File: config.mk
export PLATFORM = sky130hd
export DESIGN_NAME = ifetch_ctrl_flat
export DESIGN_NICKNAME = d
export VERILOG_FILES = /design/src/rtl/ifetch_pkg.sv /design/src/rtl/ifetch_if.sv /design/src/rtl/ifetch_skid.sv /design/src/rtl/ifetch_ctrl.sv /design/src/flat_wrapper.sv
export SDC_FILE = /design/constraint.sdc
export NUM_CORES = 1
export LEC_CHECK = 0
export ABC_AREA = 0
export ABC_CLOCK_PERIOD_IN_PS = 6250
export BUFFER_PORTS_ARGS = -buffer_cell sky130_fd_sc_hd__buf_4
export CAP_MARGIN = 20
export CORE_ASPECT_RATIO = 0.7
export CORE_MARGIN = 5
export CORE_UTILIZATION = 51
export CTS_BUF_LIST = sky130_fd_sc_hd__clkbuf_8
export DETAILED_ROUTE_END_ITERATION = 10
export MAX_ROUTING_LAYER = met4
export PLACE_DENSITY = 0.78
export REMOVE_ABC_BUFFERS = 1
export SLEW_MARGIN = 20
export SYNTH_ARGS = -nofsm -noshare
export SYNTH_HDL_FRONTEND = slang
export SYNTH_SLANG_ARGS = --single-unit
export TNS_END_PERCENT = 30
File: constraint.sdc
create_clock -name clk -period 6.25 [get_ports clk]
set_input_delay 0.9375 -clock clk [delete_from_list [all_inputs] [get_ports clk]]
set_output_delay 0.9375 -clock clk [all_outputs]
set_load 0.1 [all_outputs]
File: src/rtl/ifetch_pkg.sv
`default_nettype none
// ============================================================================
// Module : ifetch_pkg
// Brief  : Shared constants and state encodings for the fetch-stage sequencer.
// Rev    : 1.0  initial release
// ============================================================================
package ifetch_pkg;

    typedef logic [1:0] fetch_state_t;

    localparam logic [1:0]  ST_FETCH = 2'd0;
    localparam logic [1:0]  ST_HOLD  = 2'd1;
    localparam logic [1:0]  ST_DRAIN = 2'd2;

    localparam logic [31:0] NOP_INSTR  = 32'h0000_0000;
    localparam logic [31:0] PC_INC     = 32'd4;
    localparam logic [31:0] ALIGN_MASK = ~32'h3;

endpackage
`default_nettype wire

File: src/rtl/ifetch_if.sv
`default_nettype none
// ============================================================================
// Module : ifetch_if
// Brief  : Instruction-memory request/acknowledge bundle between fetch and memory.
// Rev    : 1.0  initial release
// ============================================================================
interface ifetch_if #(
    parameter int XLEN = 32
);
    logic            imem_req;
    logic [XLEN-1:0] imem_addr;
    logic            imem_ack;
    logic [XLEN-1:0] imem_rdata;

    modport master (
        output imem_req,
        output imem_addr,
        input  imem_ack,
        input  imem_rdata
    );

    modport slave (
        input  imem_req,
        input  imem_addr,
        output imem_ack,
        output imem_rdata
    );
endinterface
`default_nettype wire

File: src/rtl/ifetch_skid.sv
`default_nettype none
// ============================================================================
// Module : ifetch_skid
// Brief  : One-entry instruction/npc buffer parking a fetch returned under stall.
// Rev    : 1.0  initial release
// ============================================================================
module ifetch_skid
    import ifetch_pkg::*;
#(
    parameter int XLEN = 32
) (
    input  wire logic            clk,
    input  wire logic            rst,
    input  wire logic            load,
    input  wire logic            drop,
    input  wire logic [XLEN-1:0] instr_in,
    input  wire logic [XLEN-1:0] npc_in,
    output logic      [XLEN-1:0] instr,
    output logic      [XLEN-1:0] npc,
    output logic                 valid
);

    always_ff @(posedge clk or posedge rst) begin
        if (rst) begin
            instr <= NOP_INSTR;
            npc   <= '0;
            valid <= 1'b0;
        end else if (load) begin
            instr <= instr_in;
            npc   <= npc_in;
            valid <= 1'b1;
        end else if (drop) begin
            valid <= 1'b0;
        end
    end

endmodule
`default_nettype wire

File: src/rtl/ifetch_ctrl.sv
`default_nettype none
// ============================================================================
// Module : ifetch_ctrl
// Brief  : Fetch-stage PC owner, imem handshake FSM and IF/ID register loader.
//          Optional IFETCH_PERF_CNT_EN adds saturating fetch/stall/flush counters.
// Rev    : 1.0  initial release
// ============================================================================
module ifetch_ctrl
    import ifetch_pkg::*;
#(
    parameter logic [31:0] RESET_PC = 32'h0000_0000,
    parameter int          XLEN     = 32
) (
    input  wire logic            clk,
    input  wire logic            rst,
    input  wire logic            EX_MEM_PCSrc,
    input  wire logic [XLEN-1:0] EX_MEM_NPC,
    input  wire logic            hazard_stall,
    ifetch_if.master             imem,
    output logic      [XLEN-1:0] pc,
    output logic      [XLEN-1:0] IF_ID_instr,
    output logic      [XLEN-1:0] IF_ID_npc,
`ifdef IFETCH_PERF_CNT_EN
    output logic      [31:0]     perf_fetch_cnt,
    output logic      [31:0]     perf_stall_cnt,
    output logic      [31:0]     perf_flush_cnt,
`endif
    output logic                 IF_ID_valid
);

    fetch_state_t    r_state;
    logic [XLEN-1:0] r_pc;
    logic [XLEN-1:0] r_redir_pc;
    logic [XLEN-1:0] r_ifid_instr;
    logic [XLEN-1:0] r_ifid_npc;
    logic            r_ifid_valid;

    logic            w_req;
    logic            w_ack;
    logic [XLEN-1:0] w_target;
    logic [XLEN-1:0] w_pc_inc;
    logic            w_skid_load;
    logic            w_skid_drop;
    logic [XLEN-1:0] w_skid_instr;
    logic [XLEN-1:0] w_skid_npc;
    logic            w_skid_valid;

    // Address is r_pc in both FETCH and DRAIN; DRAIN never moves r_pc until the ack.
    assign w_req    = (r_state != ST_HOLD) && !rst;
    assign w_ack    = imem.imem_ack && w_req;
    assign w_target = EX_MEM_NPC & ALIGN_MASK;
    assign w_pc_inc = r_pc + PC_INC;

    assign imem.imem_req  = w_req;
    assign imem.imem_addr = r_pc;

    assign pc          = r_pc;
    assign IF_ID_instr = r_ifid_instr;
    assign IF_ID_npc   = r_ifid_npc;
    assign IF_ID_valid = r_ifid_valid;

    assign w_skid_load = (r_state == ST_FETCH) && w_ack && !EX_MEM_PCSrc && hazard_stall;
    assign w_skid_drop = (r_state == ST_HOLD) && (EX_MEM_PCSrc || !hazard_stall);

    ifetch_skid #(
        .XLEN (XLEN)
    ) u_skid (
        .clk      (clk),
        .rst      (rst),
        .load     (w_skid_load),
        .drop     (w_skid_drop),
        .instr_in (imem.imem_rdata),
        .npc_in   (w_pc_inc),
        .instr    (w_skid_instr),
        .npc      (w_skid_npc),
        .valid    (w_skid_valid)
    );

    always_ff @(posedge clk or posedge rst) begin
        if (rst) begin
            r_state      <= ST_FETCH;
            r_pc         <= RESET_PC;
            r_redir_pc   <= RESET_PC;
            r_ifid_instr <= NOP_INSTR;
            r_ifid_npc   <= '0;
            r_ifid_valid <= 1'b0;
        end else begin
            case (r_state)
                ST_FETCH: begin
                    if (EX_MEM_PCSrc) begin
                        r_ifid_valid <= 1'b0;
                        if (w_ack) begin
                            r_pc <= w_target;
                        end else begin
                            r_redir_pc <= w_target;
                            r_state    <= ST_DRAIN;
                        end
                    end else if (w_ack) begin
                        r_pc <= w_pc_inc;
                        if (hazard_stall) begin
                            r_state <= ST_HOLD;
                        end else begin
                            r_ifid_instr <= imem.imem_rdata;
                            r_ifid_npc   <= w_pc_inc;
                            r_ifid_valid <= 1'b1;
                        end
                    end else if (!hazard_stall) begin
                        r_ifid_valid <= 1'b0;
                    end
                end
                ST_HOLD: begin
                    if (EX_MEM_PCSrc) begin
                        r_pc         <= w_target;
                        r_ifid_valid <= 1'b0;
                        r_state      <= ST_FETCH;
                    end else if (!hazard_stall) begin
                        r_ifid_instr <= w_skid_instr;
                        r_ifid_npc   <= w_skid_npc;
                        r_ifid_valid <= w_skid_valid;
                        r_state      <= ST_FETCH;
                    end
                end
                ST_DRAIN: begin
                    r_ifid_valid <= 1'b0;
                    // A redirect arriving with the drain ack is the youngest target.
                    if (w_ack) begin
                        r_pc    <= EX_MEM_PCSrc ? w_target : r_redir_pc;
                        r_state <= ST_FETCH;
                    end else if (EX_MEM_PCSrc) begin
                        r_redir_pc <= w_target;
                    end
                end
                default: begin
                    r_state <= ST_FETCH;
                end
            endcase
        end
    end

`ifdef IFETCH_PERF_CNT_EN
    logic w_fetch_hit;

    assign w_fetch_hit = (r_state == ST_FETCH) && w_ack && !EX_MEM_PCSrc;

    always_ff @(posedge clk or posedge rst) begin
        if (rst) begin
            perf_fetch_cnt <= '0;
            perf_stall_cnt <= '0;
            perf_flush_cnt <= '0;
        end else begin
            if (w_fetch_hit && (perf_fetch_cnt != '1)) begin
                perf_fetch_cnt <= perf_fetch_cnt + 32'd1;
            end
            if (hazard_stall && (perf_stall_cnt != '1)) begin
                perf_stall_cnt <= perf_stall_cnt + 32'd1;
            end
            if (EX_MEM_PCSrc && (perf_flush_cnt != '1)) begin
                perf_flush_cnt <= perf_flush_cnt + 32'd1;
            end
        end
    end
`endif

endmodule
`default_nettype wire

File: src/flat_wrapper.sv
// flat-port wrapper written by rule: the top's interface ports become plain ports
module ifetch_ctrl_flat import ifetch_pkg::*;
#(
    parameter logic [31:0] RESET_PC = 32'h0000_0000,
    parameter int          XLEN     = 32
)
  (clk, rst, EX_MEM_PCSrc, EX_MEM_NPC, hazard_stall, pc, IF_ID_instr, IF_ID_npc, IF_ID_valid, imem_imem_req, imem_imem_addr, imem_imem_ack, imem_imem_rdata);
  ifetch_if #(.XLEN(XLEN)) imem_i ();
  input  wire logic clk;
  input  wire logic rst;
  input  wire logic EX_MEM_PCSrc;
  input  wire logic [XLEN-1:0] EX_MEM_NPC;
  input  wire logic hazard_stall;
  output logic      [XLEN-1:0] pc;
  output logic      [XLEN-1:0] IF_ID_instr;
  output logic      [XLEN-1:0] IF_ID_npc;
  output logic IF_ID_valid;
  output wire logic [$bits(imem_i.imem_req)-1:0] imem_imem_req;
  output wire logic [$bits(imem_i.imem_addr)-1:0] imem_imem_addr;
  input wire logic [$bits(imem_i.imem_ack)-1:0] imem_imem_ack;
  input wire logic [$bits(imem_i.imem_rdata)-1:0] imem_imem_rdata;
  assign imem_imem_req = imem_i.imem_req;
  assign imem_imem_addr = imem_i.imem_addr;
  assign imem_i.imem_ack = imem_imem_ack;
  assign imem_i.imem_rdata = imem_imem_rdata;
  ifetch_ctrl #(.RESET_PC(RESET_PC), .XLEN(XLEN)) u_core (.clk(clk), .rst(rst), .EX_MEM_PCSrc(EX_MEM_PCSrc), .EX_MEM_NPC(EX_MEM_NPC), .hazard_stall(hazard_stall), .imem(imem_i), .pc(pc), .IF_ID_instr(IF_ID_instr), .IF_ID_npc(IF_ID_npc), .IF_ID_valid(IF_ID_valid));
endmodule
## Word level (Yosys, flattened, before mapping)

Index checks and enable logic that the tools add are counted.
Widths: inputs -> output; s select.

| word-level totals | value |
|---|---|
| bits in registers | 196 |
| output and inout bits | 130 |

| cells by class | value |
|---|---|
| eq/ne operators | 18 |
| $add $sub $neg | 1 |
| multiplexer cells | 40 |
| reductions and logical operators | 20 |

Operators with widths:

| operator | count |
|---|---|
| $mux 32 | 19 |
| $pmux 32 s2 | 3 |
| $pmux 32 s3 | 1 |
| $add 32x3->32 const B | 1 |
| $ne 2x2->1 const B | 8 |
| $mux 2 | 7 |
| $ne 3x3->1 const B | 4 |
| $mux 1 | 8 |
| $reduce_and 4->1 | 2 |
| $logic_and 1x1->1 | 6 |
| $ne 2x1->1 const B | 3 |
| $pmux 2 s3 | 1 |
| $reduce_and 6->1 | 1 |
| $reduce_bool 2->1 | 3 |
| $reduce_and 5->1 | 1 |
| $logic_not 1->1 | 3 |
| $ne 3x2->1 const B | 1 |
| $pmux 1 s3 | 1 |
| $reduce_and 3->1 | 1 |
| $reduce_bool 3->1 | 1 |
| $eq 2x1->1 const B | 1 |
| $eq 2x2->1 const B | 1 |
| $logic_not 2->1 | 1 |
| $logic_or 1x1->1 | 1 |

## Longest topological paths before layout

| logic depth | value |
|---|---|
| word-level depth | 7 |
| depth in mapped cells | 9 |
| depth with buffers taken out | 7 |

## By module

A second synthesis with hierarchy kept.

| unflattened totals | value |
|---|---|
| cells, all modules | 917 |
| area, all modules | 10013.4 µm² |

Modules (own cells, without submodules):

| module | seq. area each (µm²) | area an instance (µm²) | cells an instance | times used |
|---|---|---|---|---|
| ifetch_ctrl | 3278.1 | 7394.6 | 778 | 1 |
| ifetch_skid | 1626.6 | 2618.8 | 139 | 1 |

## Least setup slack after synthesis

OpenSTA, ideal clock, no wires.

| timing path | value |
|---|---|
| path kind | register to output |
| from | register u_core.r_state[1] |
| to | output port imem_imem_req |
| slack | 2.808 ns |
| path buffers | 3 |
| cell stages (with the launch flop) | 7 |
| data arrival time | 2.505 ns |
| cell sequence | dfrtp_1 inv_1 ha_1 buf_2 buf_1 clkbuf_1 nor2_1 |

| between the ends | value |
|---|---|
| cells in the longest elaborated chain, start to end | 2 |

RTL lines:

| what | line | source |
|---|---|---|
| start: declaration | ifetch_ctrl.sv:31 | `fetch_state_t r_state;` |
| start signal: assignment | ifetch_ctrl.sv:81 | `r_state <= ST_FETCH;` |
| start signal: assignment | ifetch_ctrl.sv:96 | `r_state <= ST_DRAIN;` |
| start signal: assignment | ifetch_ctrl.sv:101 | `r_state <= ST_HOLD;` |
| $ne 2x1->1 | ifetch_ctrl.sv:49 | `assign w_req = (r_state != ST_HOLD) && !rst;` |
| $logic_and 1x1->1 | ifetch_ctrl.sv:49 |  |
| end: declaration | flat_wrapper.sv:18 | `output wire logic [$bits(imem_i.imem_req)-1:0] imem_imem_req;` |

Every way passes these cells.

## Worst setup path in the final report

| timing path | value |
|---|---|
| from | register u_core.r_state[1] |
| to | register u_core.r_ifid_npc[31], in the netlist u_core.IF_ID_npc[31] |

| between the ends | value |
|---|---|
| cells in the longest elaborated chain, start to end | 5 |
| elaborated cells on any way between the ends | 13 |

RTL lines:

| what | line | source |
|---|---|---|
| $ne 2x1->1 | ifetch_ctrl.sv:49 |  |
| $logic_and 1x1->1 | ifetch_ctrl.sv:49 |  |
| $logic_and 1x1->1 | ifetch_ctrl.sv:50 | `assign w_ack = imem.imem_ack && w_req;` |
| $ne 2x1->1 (no line) | n/a |  |
| $reduce_and 6->1 (no line) | n/a |  |
| end signal: assignment | ifetch_ctrl.sv:104 | `r_ifid_npc <= w_pc_inc;` |
| end signal: assignment | ifetch_ctrl.sv:118 | `r_ifid_npc <= w_skid_npc;` |
| end: declaration | ifetch_ctrl.sv:35 | `logic [XLEN-1:0] r_ifid_npc;` |

Several ways; a longest one is shown, not always the timed one.
A chain may end at the register's enable or synchronous reset.

==> results.txt <==
----------------------------------------------------
[Status]
  Run status ... complete, no violations

[STA]
  Number of pins exceeding their max-slew limit in the final report ... 0
  Maximum clock frequency ... 310.1 MHz
  Final period demand of the worst path ... 3.225 ns
  Hold Violations, Final ... 0
  Final Setup Violations ... 0
  Relative slew slack ... 33.90%
  Setup repair after global routing missed its margin ... false
  Final total negative setup slack ... 0 ns
  Worst Tran Pin Value ... 0.9903 ns
  Clock tree skew after final layout ... 0.01687 ns
  Worst hold slack ... 0.4856 ns
  Share of the clock period used by the worst path ... 51.59%

[Layout]
  Final Util ... 60.90%
  # nets final ... 1117
  Antenna fix cells ... 0
  Area used by sequential logic in the layout ... 4905 µm²
  Fraction of final layout cells sized beyond drive strength 1 ... 31.82%
  Non-filler cells, final ... 1298
  Number of fill cells in the layout ... 1578
  Area grow syn2layout ... 18.89%
  Area of the multi-input gates ... 4153 µm²

[Detailed routing]
  Wire per inst ... 17.84 µm
  DRC violation count after routing ... 0
  DR vias ... 7346
  Post-route ant nets ... 0
  Detailed-router iteration count before antenna repair ... 5
  Wire length after detailed routing ... 23160 µm
  Number of DRC violations after detailed-routing iteration 0 ... 562
  Detail-routed via count per cell ... 5.659

[CTS]
  Clock tree root buffer cell ... sky130_fd_sc_hd__clkbuf_8
  Clock latency of the later-clocked register in the worst-skew pair ... 0.47 ns
  CTS H-Tree Depth ... 4
  Post-CTS setup repair buffer count ... 0
  Clock tree buffer depth ... 2
  CTS buffer count ... 17
  Hold Buf Count CTS ... 0
  Clock sink count ... 196
  Clock tree from TritonCTS ... built
  Clock slew seen by the registers of the worst setup and hold paths ... 0.10 ns
  Number of cells upsized or downsized after cts ... 0

[Synth]
  Main combinational cell family by area after synthesis ... compound AO/OA/AOI/OAI gates
  Post-Syn Area ... 9583 µm²
  Area share of the largest cell type after synthesis ... 51.18%
  Largest cells by area after synthesis ... sky130_fd_sc_hd__dfrtp_1, sky130_fd_sc_hd__mux2_2, sky130_fd_sc_hd__o21ai_0
  Post-synthesis adder-cell area fraction ... 0.6528%
  Number of synthesized flops with an enable pin ... 0
  Compound-gate portion of the synthesized area ... 15.07%
  Proportion of synthesized area in mux cells ... 13.13%
  Leading post-synthesis cells by instance count ... sky130_fd_sc_hd__dfrtp_1, sky130_fd_sc_hd__nand2_1, sky130_fd_sc_hd__o21ai_0
  Simple-gate share of the synthesized area ... 11.48%
  Count of synthesis-stage warnings from yosys ... 0
  Cell type with the highest aggregate area in the netlist ... sky130_fd_sc_hd__dfrtp_1
  Gate Count Post-Synth ... 916
  Post-synthesis sequential element count ... 196
  Synth async-reset ratio ... 100.0%
  Synth Flop Type ... sky130_fd_sc_hd__dfrtp_1
  Distinct cells, synth ... 55
  Seq/Total Area, Yosys ... 51.18%
  Parity-gate share of the synthesized area counting xor and xnor cells ... 2.559%
  Most frequent cell after synthesis ... sky130_fd_sc_hd__dfrtp_1
  Mean area per synthesized cell ... 10.46 µm²

[Setup path]
  CP Launch Type ... register
  CP top delay family ... simple AND/OR/NAND/NOR gates
  Critical path capture point type ... register
  Critical Path RT ... 6.57 ns
  Slowest cell on crit path ... sky130_fd_sc_hd__ha_4
  Buf/Inv on CP ... 2
  Peak per-stage delay on the critical path ... 0.60 ns
  Setup Crit Path Kind ... register to register
  Cells traversed along the worst timing path ... inv_1 > ha_4 > and4bb_2 > o211ai_4 > buf_4 > or2_2 > o221ai_1
  Biggest fanout along the worst timing path ... 73
  Critical path data arrival time ... 3.55 ns

[Floorplanning]
  IO Pins ... 199
  Initial Util ... 51.22%
  Die span in y ... 124.7 µm
  Core region area ... 18710 µm²
  Number of placement rows ... 42
  Die Footprint ... 21680 µm²
  Overall die width ... 173.8 µm

[Placed design]
  Placed Instances ... 1266
  Count of port buffers added during placement ... 196
  RePlAce Congestion ... 0.7641
  Detailed placement HPWL ... 15540 µm

[GRT]
  Number of global-route vias before repair ... 7260
  Largest net degree at the start of global routing ... 127
  GRT Util Overall ... 22.06%
  Total grt overflow ... 0
  Antenna violations before repair ... 0
  Global-route wire length before repair ... 38120 µm

[Flow run]
  Max-cap check violation count ... 0

[Min path]
  Classification of the worst-slack hold path ... register to register

----------------------------------------------------
sequential cells by signal, summed over array words and instances, names as in the netlist:
name,flops
u_core.u_skid.npc,32
u_core.r_redir_pc,32
u_core.IF_ID_instr,32
u_core.IF_ID_npc,32
u_core.imem.imem_addr,32
u_core.IF_ID_valid,1
u_core.r_state,2
u_core.u_skid.instr,32
u_core.u_skid.valid,1
kinds of logic (layout without fill, tap and decap cells):
| group | after synthesis | after routing |
|---|---|---|
| xor+xnor | 28 | 28 |
| mux | 116 | 116 |
| buf+inv | 110 | 250 |
| simple gates | 232 | 232 |
| fa+ha+maj | 5 | 5 |
| compound gates | 229 | 229 |
| flops | 196 | 196 |
worst reg2reg max path: stages (launching register included):
cell and delay, ns:
sky130_fd_sc_hd__dfrtp_1 0.46, sky130_fd_sc_hd__inv_1 0.14, sky130_fd_sc_hd__ha_4 0.60, sky130_fd_sc_hd__and4bb_2 0.36, sky130_fd_sc_hd__o211ai_4 0.20, sky130_fd_sc_hd__buf_4 0.56, sky130_fd_sc_hd__or2_2 0.55, sky130_fd_sc_hd__o221ai_1 0.21
metrics by stage:
step | worst slack, ns | cell area (µm²)
after global routing | 2.777 | 11390
after detailed placement | 3.028 | 10960
final | 3.025 | 11390
after global placement | 2.983 | 10950
after floorplan | -0.03305 | 9064
after CTS | 3.018 | 11390
layout by cell type, fill, tap and decap left out, drive strengths merged, types with 17 or more instances in the layout:
cell type and count:
nor2 30, a21oi 26, mux2i 38, dfrtp 196
buf 205, xnor2 21, o21ai 116, mux2 78
clkbuf 17, nand2 145, inv 19
metal layers:
layer | track usage [%] | vias to the layer above | share of wire (%)
met4 | 4.514 | 0 | 0.90
met2 | 32.77 | 234 | 45
met1 | 31.51 | 3634 | 48
met3 | 4.854 | 17 | 6.0
met5 | - | - | 0
li1 | - | 3461 | -
layout make-up:
cell class                      instances  area share [%]
Sequential cell                       196           43.05
Multi-Input combinational cell        610           36.45
Timing Repair Buffer                  205           13.57
Tap cell                              242           2.658
Clock buffer                           17           2.054
Clock inverter                         15           1.724
Inverter                               13          0.4942
final timing paths:
kind / cells after the start / startpoint / end / slack [ns]
setup / recovery: 7 / u_core.r_state[1]$_DFFE_PP0P_ / u_core.IF_ID_npc[31]$_DFFE_PP0P_ / 3.03
hold / removal: 2 / u_core.IF_ID_instr[12]$_DFFE_PP0P_ / u_core.IF_ID_instr[12]$_DFFE_PP0P_ / 0.49
setup reg to reg: 7 / u_core.r_state[1]$_DFFE_PP0P_ / u_core.IF_ID_npc[31]$_DFFE_PP0P_ / 3.03
hold reg to reg: 2 / u_core.IF_ID_instr[12]$_DFFE_PP0P_ / u_core.IF_ID_instr[12]$_DFFE_PP0P_ / 0.49
max in group asynchronous: 3 / rst / u_core.IF_ID_npc[13]$_DFFE_PP0P_ / 4.20
min in group asynchronous: 2 / rst / u_core.IF_ID_valid$_DFFE_PP0P_ / 0.64
Power is left out: the tool's default activity adds up to more than one toggle a clock period on the data nets, which glitch-free logic cannot reach.
